<file path="src/rtl/fetch_stage_hs_if.sv">
// Bundle of the fetch-stage handshake signals: EX redirect, decode control,
// instruction-memory request/response and the IF/ID register outputs.
interface fetch_stage_hs_if #(
    parameter int XLEN = 32,
    parameter int ILEN = 32
);
    logic            pcsrcE;
    logic [XLEN-1:0] pctargetE;
    logic            stallD;
    logic            flushD;
    logic            imem_req;
    logic [XLEN-1:0] imem_addr;
    logic            imem_rvalid;
    logic [ILEN-1:0] imem_rdata;
    logic [ILEN-1:0] instrD;
    logic [XLEN-1:0] pcD;
    logic [XLEN-1:0] pcplus4D;
    logic            validD;

    // Fetch-stage side.
    modport master (
        input  pcsrcE, pctargetE, stallD, flushD, imem_rvalid, imem_rdata,
        output imem_req, imem_addr, instrD, pcD, pcplus4D, validD
    );

    // Environment side: EX/decode control plus instruction memory.
    modport slave (
        output pcsrcE, pctargetE, stallD, flushD, imem_rvalid, imem_rdata,
        input  imem_req, imem_addr, instrD, pcD, pcplus4D, validD
    );
endinterface

</file>
<file path="src/rtl/fetch_stage_hs.sv">
// IF stage with a variable-latency request/response instruction fetch
// (one request outstanding) and the IF/ID pipeline register.
module fetch_stage_hs #(
    parameter int                 XLEN      = 32,
    parameter int                 ILEN      = 32,
    parameter logic [XLEN-1:0]    RESET_PC  = '0,
    parameter logic [ILEN-1:0]    NOP_INSTR = 32'h0000_0013
) (
    input  logic              clk,
    input  logic              rst,
    fetch_stage_hs_if.master  bus
);

    typedef enum logic [1:0] {
        S_FETCH = 2'd0,
        S_WAIT  = 2'd1,
        S_HOLD  = 2'd2
    } state_t;

    state_t          state_q, state_d;
    logic [XLEN-1:0] pc_q, pc_d;
    logic            kill_q, kill_d;
    logic [ILEN-1:0] buf_q, buf_d;

    logic [ILEN-1:0] instr_q;
    logic [XLEN-1:0] pcd_q;
    logic [XLEN-1:0] pc4d_q;
    logic            valid_q;

    logic [XLEN-1:0] pc_plus4;
    logic            req;
    logic [XLEN-1:0] addr;
    logic            load;
    logic [ILEN-1:0] load_instr;

    assign pc_plus4 = pc_q + XLEN'(4);

    // Next-state, request and IF/ID load decision; redirect overrides everything.
    always_comb begin
        state_d    = state_q;
        pc_d       = pc_q;
        kill_d     = kill_q;
        buf_d      = buf_q;
        req        = 1'b0;
        addr       = pc_q;
        load       = 1'b0;
        load_instr = bus.imem_rdata;

        if (bus.pcsrcE) begin
            pc_d = bus.pctargetE;
            if (state_q == S_WAIT && !bus.imem_rvalid) begin
                // Request still in flight: its response must be discarded later.
                kill_d  = 1'b1;
                state_d = S_WAIT;
            end else begin
                // Nothing outstanding (or response dropped now): refetch at once.
                kill_d  = 1'b0;
                state_d = S_FETCH;
            end
        end else begin
            case (state_q)
                S_FETCH: begin
                    req     = 1'b1;
                    addr    = pc_q;
                    state_d = S_WAIT;
                end
                S_WAIT: begin
                    if (bus.imem_rvalid) begin
                        if (kill_q) begin
                            kill_d  = 1'b0;
                            state_d = S_FETCH;
                        end else if (!bus.stallD) begin
                            // Back-to-back: deliver and request the next word this cycle.
                            load = 1'b1;
                            pc_d = pc_plus4;
                            req  = 1'b1;
                            addr = pc_plus4;
                        end else begin
                            buf_d   = bus.imem_rdata;
                            state_d = S_HOLD;
                        end
                    end
                end
                S_HOLD: begin
                    if (!bus.stallD) begin
                        load       = 1'b1;
                        load_instr = buf_q;
                        pc_d       = pc_plus4;
                        req        = 1'b1;
                        addr       = pc_plus4;
                        state_d    = S_WAIT;
                    end
                end
                default: state_d = S_FETCH;
            endcase
        end
    end

    assign bus.imem_req  = req & ~rst;
    assign bus.imem_addr = addr;

    // Fetch FSM, PC, kill flag and hold buffer.
    always_ff @(posedge clk) begin
        if (rst) begin
            state_q <= S_FETCH;
            pc_q    <= RESET_PC;
            kill_q  <= 1'b0;
            buf_q   <= '0;
        end else begin
            state_q <= state_d;
            pc_q    <= pc_d;
            kill_q  <= kill_d;
            buf_q   <= buf_d;
        end
    end

    // IF/ID register: reset > flush > stall > load > bubble.
    always_ff @(posedge clk) begin
        if (rst || bus.flushD) begin
            instr_q <= NOP_INSTR;
            pcd_q   <= '0;
            pc4d_q  <= '0;
            valid_q <= 1'b0;
        end else if (bus.stallD) begin
            instr_q <= instr_q;
            pcd_q   <= pcd_q;
            pc4d_q  <= pc4d_q;
            valid_q <= valid_q;
        end else if (load) begin
            instr_q <= load_instr;
            pcd_q   <= pc_q;
            pc4d_q  <= pc_plus4;
            valid_q <= 1'b1;
        end else begin
            instr_q <= NOP_INSTR;
            pcd_q   <= '0;
            pc4d_q  <= '0;
            valid_q <= 1'b0;
        end
    end

    assign bus.instrD   = instr_q;
    assign bus.pcD      = pcd_q;
    assign bus.pcplus4D = pc4d_q;
    assign bus.validD   = valid_q;

endmodule

</file>
<file path="src/flat_wrapper.sv">
// flat-port wrapper written by rule: the top's interface ports become plain ports
module fetch_stage_hs_flat 
#(
    parameter int                 XLEN      = 32,
    parameter int                 ILEN      = 32,
    parameter logic [XLEN-1:0]    RESET_PC  = '0,
    parameter logic [ILEN-1:0]    NOP_INSTR = 32'h0000_0013
)
  (clk, rst, bus_pcsrcE, bus_pctargetE, bus_stallD, bus_flushD, bus_imem_rvalid, bus_imem_rdata, bus_imem_req, bus_imem_addr, bus_instrD, bus_pcD, bus_pcplus4D, bus_validD);
  fetch_stage_hs_if #(.XLEN(XLEN), .ILEN(ILEN)) bus_i ();
  input  logic clk;
  input  logic rst;
  input wire logic [$bits(bus_i.pcsrcE)-1:0] bus_pcsrcE;
  input wire logic [$bits(bus_i.pctargetE)-1:0] bus_pctargetE;
  input wire logic [$bits(bus_i.stallD)-1:0] bus_stallD;
  input wire logic [$bits(bus_i.flushD)-1:0] bus_flushD;
  input wire logic [$bits(bus_i.imem_rvalid)-1:0] bus_imem_rvalid;
  input wire logic [$bits(bus_i.imem_rdata)-1:0] bus_imem_rdata;
  output wire logic [$bits(bus_i.imem_req)-1:0] bus_imem_req;
  output wire logic [$bits(bus_i.imem_addr)-1:0] bus_imem_addr;
  output wire logic [$bits(bus_i.instrD)-1:0] bus_instrD;
  output wire logic [$bits(bus_i.pcD)-1:0] bus_pcD;
  output wire logic [$bits(bus_i.pcplus4D)-1:0] bus_pcplus4D;
  output wire logic [$bits(bus_i.validD)-1:0] bus_validD;
  assign bus_i.pcsrcE = bus_pcsrcE;
  assign bus_i.pctargetE = bus_pctargetE;
  assign bus_i.stallD = bus_stallD;
  assign bus_i.flushD = bus_flushD;
  assign bus_i.imem_rvalid = bus_imem_rvalid;
  assign bus_i.imem_rdata = bus_imem_rdata;
  assign bus_imem_req = bus_i.imem_req;
  assign bus_imem_addr = bus_i.imem_addr;
  assign bus_instrD = bus_i.instrD;
  assign bus_pcD = bus_i.pcD;
  assign bus_pcplus4D = bus_i.pcplus4D;
  assign bus_validD = bus_i.validD;
  fetch_stage_hs #(.XLEN(XLEN), .ILEN(ILEN), .RESET_PC(RESET_PC), .NOP_INSTR(NOP_INSTR)) u_core (.clk(clk), .rst(rst), .bus(bus_i));
endmodule
</file>
<file path="config.mk">
export PLATFORM = sky130hd
export DESIGN_NAME = fetch_stage_hs_flat
export DESIGN_NICKNAME = d
export VERILOG_FILES = /design/src/rtl/fetch_stage_hs_if.sv /design/src/rtl/fetch_stage_hs.sv /design/src/flat_wrapper.sv
export SDC_FILE = /design/constraint.sdc
export NUM_CORES = 1
export LEC_CHECK = 0
export ABC_AREA = 1
export CAP_MARGIN = 20
export CORE_MARGIN = 5
export CORE_UTILIZATION = 51
export CTS_BUF_LIST = sky130_fd_sc_hd__clkbuf_4
export CTS_CLUSTER_SIZE = 30
export DETAILED_ROUTE_END_ITERATION = 8
export GPL_TIMING_DRIVEN = 0
export PLACE_DENSITY = 0.87
export SYNTH_ARGS = -nofsm -noshare
export SYNTH_HDL_FRONTEND = slang
export SYNTH_SLANG_ARGS = --single-unit
</file>
<file path="constraint.sdc">
create_clock -name clk -period 2.6 [get_ports clk]
set_input_delay 0.52 -clock clk [delete_from_list [all_inputs] [get_ports clk]]
set_output_delay 0.52 -clock clk [all_outputs]
set_load 0.005 [all_outputs]
</file>
# --- Word-level counts from Yosys, hierarchy flattened ---
# Cells that the tools add are included.
classes:
  reduce_logical: 9
  n_addsub: 1
  mux: 30
  bitwise: 4
  n_eq_ne: 5
ops:
  columns: ["cell", "count"]
  rows:
  - ["two-way mux 32 bit", 10]
  - ["one-hot mux 32 bit (2 select lines)", 1]
  - ["adder 32 x 3 -> 32 bit (second input constant)", 1]
  - ["two-way mux 1 bit", 11]
  - ["two-way mux 2 bit", 5]
  - ["inequality test 3 bit (second input constant)", 2]
  - ["one-hot mux 2 bit (3 select lines)", 1]
  - ["AND reduction 5 bit", 1]
  - ["inequality test 4 x 3 -> 1 bit (second input constant)", 1]
  - ["nonzero test 2 bit", 2]
  - ["inverter 1 bit", 3]
  - ["one-hot mux 1 bit (3 select lines)", 1]
  - ["AND reduction 3 bit", 1]
  - ["== test 2 x 1 -> 1 bit (second input constant)", 1]
  - ["== test 2 bit (second input constant)", 1]
  - ["logical NOT 2 bit", 1]
  - ["one-hot mux 1 bit (2 select lines)", 1]
  - ["AND reduction 2 bit", 1]
  - ["bitwise AND 1 bit", 1]
  - ["logical AND 1 bit", 1]
  - ["logical NOT 1 bit", 1]
  - ["logical OR 1 bit", 1]
word_totals:
  register_bits: 164
  out_inout_bits: 130
  elab_cells: 57

# --- Logic depth before layout (Yosys ltp) ---
# Gate-level depths: netlist (run 1).
depth:
  ltp_word: 6
  depth_mapped: 13
  ltp_nobuf: 12

# --- Worst setup path after synthesis (run 1) ---
# Ideal clock, no wire load.
synth_path:
  path_kind: "register -> output"
  start: "reg u_core.state_q[0]"
  end: "out bus_imem_addr[22]"
  path_stages_with_launch: 13
  arrival_ns: 1.597
  path_slack_ns: 0.483
  path_cell_list: "dfxtp_1 -> inv_1 -> ha_1 -> buf_4 -> inv_1 -> nor2_2 -> nand2_1 -> buf_2 -> o21ai_0 -> inv_1 -> nand2_1 -> nand2_1 -> o21ai_0"
synth_via:
  elab_chain_cells: 3
  word_cells_on_any_way: 4
synth_rtl:
  columns: ["item", "line_no", "text"]
  rows:
  - ["from (decl)", "fetch_stage_hs.sv:20", "state_t state_q, state_d;"]
  - ["from (signal assigned)", "fetch_stage_hs.sv:110", "state_q <= state_d;"]
  - ["== test 2 bit / == test 2 x 1 -> 1 bit (equally long branches)", "fetch_stage_hs.sv:61", "case (state_q)"]
  - ["one-hot mux 32 bit (2 select lines) (*)", "fetch_stage_hs.sv:61", null]
  - ["two-way mux 32 bit (*)", "fetch_stage_hs.sv:49", "if (bus.pcsrcE) begin"]
  - ["to (decl)", "flat_wrapper.sv:20", "output wire logic [$bits(bus_i.imem_addr)-1:0] bus_imem_addr;"]
# Mark *: on every way between the ends. The rest lies on a longest branch, timed or not.

# --- Worst setup path after layout (run 1) ---
layout_path:
  start: "in bus_imem_rvalid"
  end: "out bus_imem_addr[6]"
layout_via:
  elab_chain_cells: 3
layout_rtl:
  columns: ["item", "line_no", "text"]
  rows:
  - ["from (decl)", "flat_wrapper.sv:17", "input wire logic [$bits(bus_i.imem_rvalid)-1:0] bus_imem_rvalid;"]
  - ["two-way mux 32 bit", "fetch_stage_hs.sv:68", "if (bus.imem_rvalid) begin"]
  - ["one-hot mux 32 bit (2 select lines)", "fetch_stage_hs.sv:61", null]
  - ["two-way mux 32 bit", "fetch_stage_hs.sv:49", null]
# Every way passes these cells.

==> results.md, run 1 <==
- Hold buffers post-CTS: 0
- Critical Path AT: 2.43 ns
- Post-route cell area: between 0.01 and 0.015 mm2
- Hpwl dp: approximately 22000 um
- Critical path fanouts, max: 8
- Worst setup margin: -0.355 ns
- Register area: roughly 0.0033 mm2
- Via/cell ratio: ~5.8
- Fill count: approximately 1100
- Chip Width: 133 um
- H-tree levels: 4
- Hold Crit Class: input pin to flop
- Pint: between 3 and 4 mW
- DRT iter0 DRCs: slightly above 1000
- Cells after DPL: approximately 1600
- DRT Wirelength: between 30000 and 40000 um
- GRT Resource Usage Total: 34.0%
- Final min period: roughly 3.0 ns
- Grt met2 use: around three fifths
- Clock transition at path regs: 0.14 ns
- Initial Utilization: between 50% and 60%
- Via count: ~9600
- Worst setup EP type: output pin
- Worst-Skew Late Latency: just under 0.6 ns
- IO Count: 200
- Flop pwr share: around half
- Final nets: between 1500 and 2000
- Compound-cell area share of the yosys netlist: between 10% and 20%
- Total power: 5.14 mW
- Seq cells post-synth: between 150 and 200
- Longest Clk Path Bufs: 2
- Slew Limit Fails: 0
- TritonCTS clock tree: done
- Violated checks: negative setup slack
- Die height: 133 um
- Core outline area: 0.0150 mm2
- Die footprint: around 0.018 mm2
- Startpoint Class: input pin
- Rel. slew slack: 34.8%
- Initial DRT Pass Iterations: 6
- Multi-input logic area: approximately 0.0043 mm2
- Clock power share: between 30% and 40%
- Sw Share: roughly 29%
- Sequential share of the synthesized area: roughly 42%
- Max Cap Viol: 0
- CP required: 2.08 ns
- Peak VDD IR: 0.000349 V
- Post-Layout Cell Count: 1664
- I/O Buffers: 197
- Placed cell areas: about 0.0099 mm2
- Final Hold Slack: about 0.37 ns
- Warnings from Yosys: 0
- Initial antenna violation count: 0
- Commonest non-fill, non-tap cell in the layout: nand2_1
- Post-synthesis mux area share: 0%
- Simple logic cell fraction of the synthesized area: 27.6%
- Area growth syn-to-layout: 49.6%
- Row Count: 45
- Worst-Margin Slew: approximately 1 ns
- GPL Wtd Cong: about 1
- # DRC: 0
- Most frequent cells in the layout: nand2_1 (347), clkdlybuf4s50_1 (166), a21oi_1 (154)
- Post-Synth XOR/XNOR Area: less than 1%
- Post-synthesis cell count: 1168
- Sw power: ~1.5 mW
- Synth unique cells: 26
- Post-Synth Adder-Cell Area: less than 1%
- Layer with the highest usage: met2
- Setup TNS: -8.45 ns
- Root Buffer: clkbuf_4
- Largest net degree at the start of global routing: 17
- Status: complete, but fails checks
- Met1 global-route usage: roughly 39%
- DP Worst Slack: -0.911 ns
- Comb pwr share: between 15 and 20%
- Critical path type: input pin to output pin
- P_leak: 4.37 nW
- Endpoints failing hold: 0
- Antenna viol nets, final: 0
- Final Setup Violations: 30
- Tcrit/Tclk final: 114%
- Share of layout cells above drive strength 1: between 20% and 30%
- Sink Count: 162
- Main combinational cell family by area after synthesis: simple AND/OR/NAND/NOR gates
- FMAX: approximately 340 MHz
- First-pass GRT wire length: 47700 um
- Total grt overflow: 0
- Number of clock buffers inserted by TritonCTS: 17
- RSZ-0062 raised after global routing: yes
- Vias in the first global route: 9159
- Clock Skew: 0.0247 ns
- WL/cell: approximately 19 um
- P per Cell Area: 446 mW/mm2
- Synth Net Count: approximately 1200
- Final core utilization: approximately 77%
- GR met3 Demand/Resource: 8.71%
- Avg Inst Size Synth: about 6.6 um2
- Cell area after synthesis: 0.00770 mm2
[layout make-up]
class,count,area share [%]
Clock inverter,12,1.58
Buffer,70,3.42
Sequential cell,162,28.7
Timing Repair Buffer,278,22.3
Multi-Input combinational cell,827,37.0
Tap cell,188,2.04
Inverter,108,3.77
Clock buffer,18,1.17
Antenna cell,1,0.0217
[power groups by stage]
stage                     Sequential (mW)  Combinational (mW)  Clock, mW
after global routing                 2.58               0.880       1.82
after global placement               2.63               0.615          0
after detailed placement             2.63               0.627          0
after CTS                            2.58               0.757       1.72
after floorplan                      2.61               0.316          0
final                                2.58               0.828       1.73
[worst max-delay path: stages]
cell and delay [ns]:
clkdlybuf4s50_1 0.57, nand2_2 0.14, nand2_2 0.11, nand2_4 0.07, nor2_4 0.12, nand2_4 0.09, nor2_4 0.13, buf_8 0.12
buf_12 0.14, o211ai_1 0.12, o211ai_1 0.13, buf_2 0.15
[final timing paths]
path                                        start          endpoint  slack, ns  cells past startpoint
worst max-delay path              bus_imem_rvalid  bus_imem_addr[6]      -0.35                     12
worst min-delay path                          rst   u_core.pc_q[31]       0.37                      2
worst max register to register  u_core.state_q[1]   u_core.pc_q[23]       0.07                     20
worst min register to register   u_core.buf_q[11]  u_core.buf_q[11]       0.46                      2
[registers in the layout (all words and copies together) (netlist names)]
signal and count:
u_core.bus.pcplus4D 32, u_core.kill_q 1, u_core.state_q 2, u_core.bus.instrD 32, u_core.bus.validD 1, u_core.pc_q 32
u_core.buf_q 32, u_core.bus.pcD 30
[cells by family (layout without fill, tap and decap cells)]
logic type | after synthesis | count (layout)
simple gates | 530 | 530
xor+xnor | 3 | 3
other cells | 0 | 1
compound gates | 288 | 288
buf+inv | 179 | 486
fa+ha+maj | 6 | 6
flops | 162 | 162
[what timing repair did]
item,CTS,global route
pin swaps,35,31
gates cloned,1,0
setup buffers,65,21
hold endpoints to repair,0,0
endpoints found under the setup margin,31,34
gates resized for setup,344,56
[routing by layer]
layer | routed length (um) | vias up | part of all wire [%]
li1 | - | 4383 | -
met1 | 12000 | 4428 | 37
met2 | 15300 | 616 | 48
met3 | 3210 | 142 | 10
met4 | 1650 | 0 | 5.1
met5 | 0 | - | 0
[cells in the mapped netlist]
cell	instances	area, um2
buf_4	13	97.6
o311ai_0	1	8.76
o21ai_1	2	10.0
a21oi_1	158	791
buf_6	3	33.8
inv_1	104	390
nor2_1	57	214
buf_2	6	30.0
inv_2	3	11.3
nand3_1	77	385
clkbuf_1	42	158
o22ai_1	3	18.8
nand2_1	380	1430
xor2_1	3	26.3
nor2_4	1	11.3
nor3_1	4	20.0
a31oi_1	2	12.5
buf_1	7	26.3
nor2_2	4	25.0
a22oi_1	1	7.51
o21ai_0	110	551
dfxtp_1	162	3240
ha_1	6	75.1
o211ai_1	11	82.6
clkinv_1	1	3.75
nand4_1	7	43.8
(Power assumes the default switching activity.)
==> run 2: changes to the inputs <==
--- a/config.mk
+++ b/config.mk
@@ -7,13 +7,15 @@
 export LEC_CHECK = 0
 export ABC_AREA = 1
 export CAP_MARGIN = 20
+export CELL_PAD_IN_SITES_DETAIL_PLACEMENT = 1
+export CELL_PAD_IN_SITES_GLOBAL_PLACEMENT = 1
 export CORE_MARGIN = 5
-export CORE_UTILIZATION = 51
+export CORE_UTILIZATION = 35
 export CTS_BUF_LIST = sky130_fd_sc_hd__clkbuf_4
 export CTS_CLUSTER_SIZE = 30
 export DETAILED_ROUTE_END_ITERATION = 8
 export GPL_TIMING_DRIVEN = 0
-export PLACE_DENSITY = 0.87
+export PLACE_DENSITY_LB_ADDON = 0.1
 export SYNTH_ARGS = -nofsm -noshare
 export SYNTH_HDL_FRONTEND = slang
 export SYNTH_SLANG_ARGS = --single-unit
==> run 2 against run 1 <==
  * The flow still finishes with violations (negative setup slack)
  * Sequential power about the same
  * Power increased by 0.99%
  * Maximum frequency decreased by 1.3%
  * Largest cell class unchanged
  * Core utilization decreased by 23 points
  * Critical path depth decreased by 1
  * Worst hold slack got worse by 0.051 ns
  * Largest power group unchanged
  * Clock power about the same
  * Die area increased by 42%
  * Sequential cell count unchanged
  * Clock skew increased by 0.0023 ns
  * Wire length increased by 8.5%
  * Via count decreased by 4.2%
==> results.md, run 2 (same netlist as run 1, synthesis figures left out) <==
- Status: complete, but fails checks
- Violated checks: negative setup slack
- P_leak: 4.46 nW
- Endpoints failing hold: 0
- Longest Clk Path Bufs: 2
- IO Count: 200
- WL/cell: between 15 and 20 um
- Startpoint Class: flop
- GRT Resource Usage Total: between 20% and 30%
- Chip Width: approximately 160 um
- Initial antenna violation count: 3
- Initial DRT Pass Iterations: 5
- Vias in the first global route: ~9600
- Hold Crit Class: input pin to flop
- Rel. slew slack: a little over a third
- Area growth syn-to-layout: 52.7%
- H-tree levels: 4
- Critical path type: flop to output pin
- Hold path start: rst
- GPL Wtd Cong: 0.911
- Sink Count: around 160
- Worst setup EP type: output pin
- Cells after DPL: about 1600
- Clock transition at path regs: roughly 0.15 ns
- R2r worst-path depth: 22
- Clock Skew: around 0.027 ns
- Final min period: between 2 and 3 ns
- Worst setup margin: -0.394 ns
- Die height: between 150 and 200 um
- Largest net degree at the start of global routing: 17
- Die footprint: 0.0251 mm2
- TritonCTS clock tree: done
- R2R Setup Slk: -0.33 ns
- Hold path cells: 2
- Final core utilization: a little over half
- RR Endpoint: u_core.pc_q[10]
- Multi-input logic area: 0.00427 mm2
- Slew Limit Fails: 0
- Initial Utilization: around 35%
- Share of layout cells above drive strength 1: 21.7%
- Register area: 0.00331 mm2
- Critical Path AT: approximately 2.5 ns
- CP Launch Point: u_core.state_q[1]
- First-pass GRT wire length: ~53000 um
- Max Cap Viol: 0
- Tcrit/Tclk final: 115%
- Via/cell ratio: around 5.2
- Critical path fanouts, max: 8
- FMAX: between 300 and 400 MHz
- DRT Wirelength: between 30000 and 40000 um
- Core outline area: approximately 0.022 mm2
- WHS Endpoint: u_core.pc_q[31]
- Fill count: ~2800
- RR Startpoint: u_core.state_q[1]
- Total grt overflow: 0
- Final Hold Slack: roughly 0.31 ns
- RSZ-0062 raised after global routing: yes
- Root Buffer: clkbuf_4
- Most frequent cells in the layout: nand2_1 (340), clkdlybuf4s50_1 (165), a21oi_1 (154)
- Total power: 5.19 mW
- Commonest non-fill, non-tap cell in the layout: nand2_1
- CP required: 2.08 ns
- DRT iter0 DRCs: approximately 440
- Via count: between 9000 and 10000
- Number of clock buffers inserted by TritonCTS: 17
- Final Setup Violations: 31
- P per Cell Area: approximately 440 mW/mm2
- Final nets: ~1500
- Hold buffers post-CTS: 0
- Hpwl dp: 24400 um
- Row Count: 54
- Setup TNS: -9.13 ns
- I/O Buffers: between 150 and 200
- Post-Layout Cell Count: ~1800
- # DRC: 0
- Worst-Skew Late Latency: 0.61 ns
- Peak VDD IR: 0.000269 V
- Worst-Margin Slew: around 0.97 ns
- Antenna viol nets, final: 0
[run 2: cell types whose count changed in the layout (fill, tap and decap cells not counted), moves of 6 or more]
cell     change
nor2_2       -6
dfxtp_2      +8
o21ai_0      +9
buf_6        +6
o21ai_1     -15
nand2_1      -7
nand3_1      +7
[run 2: routing by layer]
| metal | up-vias | track usage (%) | wire length (um) |
|---|---|---|---|
| met5 | - | 0 | 25 |
| met1 | 4415 | 31.9 | 13800 |
| li1 | 4399 | - | - |
| met3 | 73 | 7.39 | 2350 |
| met2 | 275 | 47.2 | 17500 |
| met4 | 4 | 10.2 | 1100 |
[run 2: worst max-delay path, stage by stage (launching register included)]
cell and delay, ns:
dfxtp_4 0.43, inv_6 0.05, ha_4 0.31, inv_4 0.05, nor2_4 0.14, nand2_4 0.11, buf_8 0.17, buf_12 0.13
a21oi_2 0.12, nand2_1 0.08, o211ai_1 0.12, buf_2 0.15
[run 2: how the worst max path moves through the flow]
stage | to | slack [ns]
2_1_floorplan | bus_imem_addr[22] | 0.48
3_3_place_gp | bus_imem_addr[7] | -1.05
3_5_place_dp | bus_imem_addr[7] | -1.05
4_1_cts | bus_imem_addr[25] | -0.41
5_1_grt | bus_imem_addr[6] | -0.48
6_report | bus_imem_addr[10] | -0.39
[run 2: per-stage QoR]
stage / cell area [um2] / setup WS, ns
2_1_floorplan: 7700 / 0.483
3_3_place_gp: 10000 / -1.05
3_5_place_dp: 10000 / -1.05
4_1_cts: 11300 / -0.408
5_1_grt: 11800 / -0.480
6_report: 11800 / -0.394
[run 2: power by group]
part	total [mW]	internal (mW)	switching (mW)	leakage, nW
logic	0.838	0.358	0.481	2.96
clock network	1.76	0.699	1.06	0.174
registers	2.58	2.53	0.0588	1.33
[run 2: final cells by class]
cell class / count / area share, %
clock inverter: 15 / 1.70
antenna: 1 / 0.0213
timing repair buffer: 288 / 22.9
tap: 280 / 2.98
inverter: 108 / 3.73
multi-input combinational: 827 / 36.3
sequential: 162 / 28.1
clock buffer: 17 / 1.09
buffer: 69 / 3.17
[run 2: what timing repair did]
action	4_1_cts	5_1_grt
endpoints found under the setup margin	31	33
gates resized for setup	305	97
buffers inserted	65	30
pin swaps	22	28
cloned	1	0
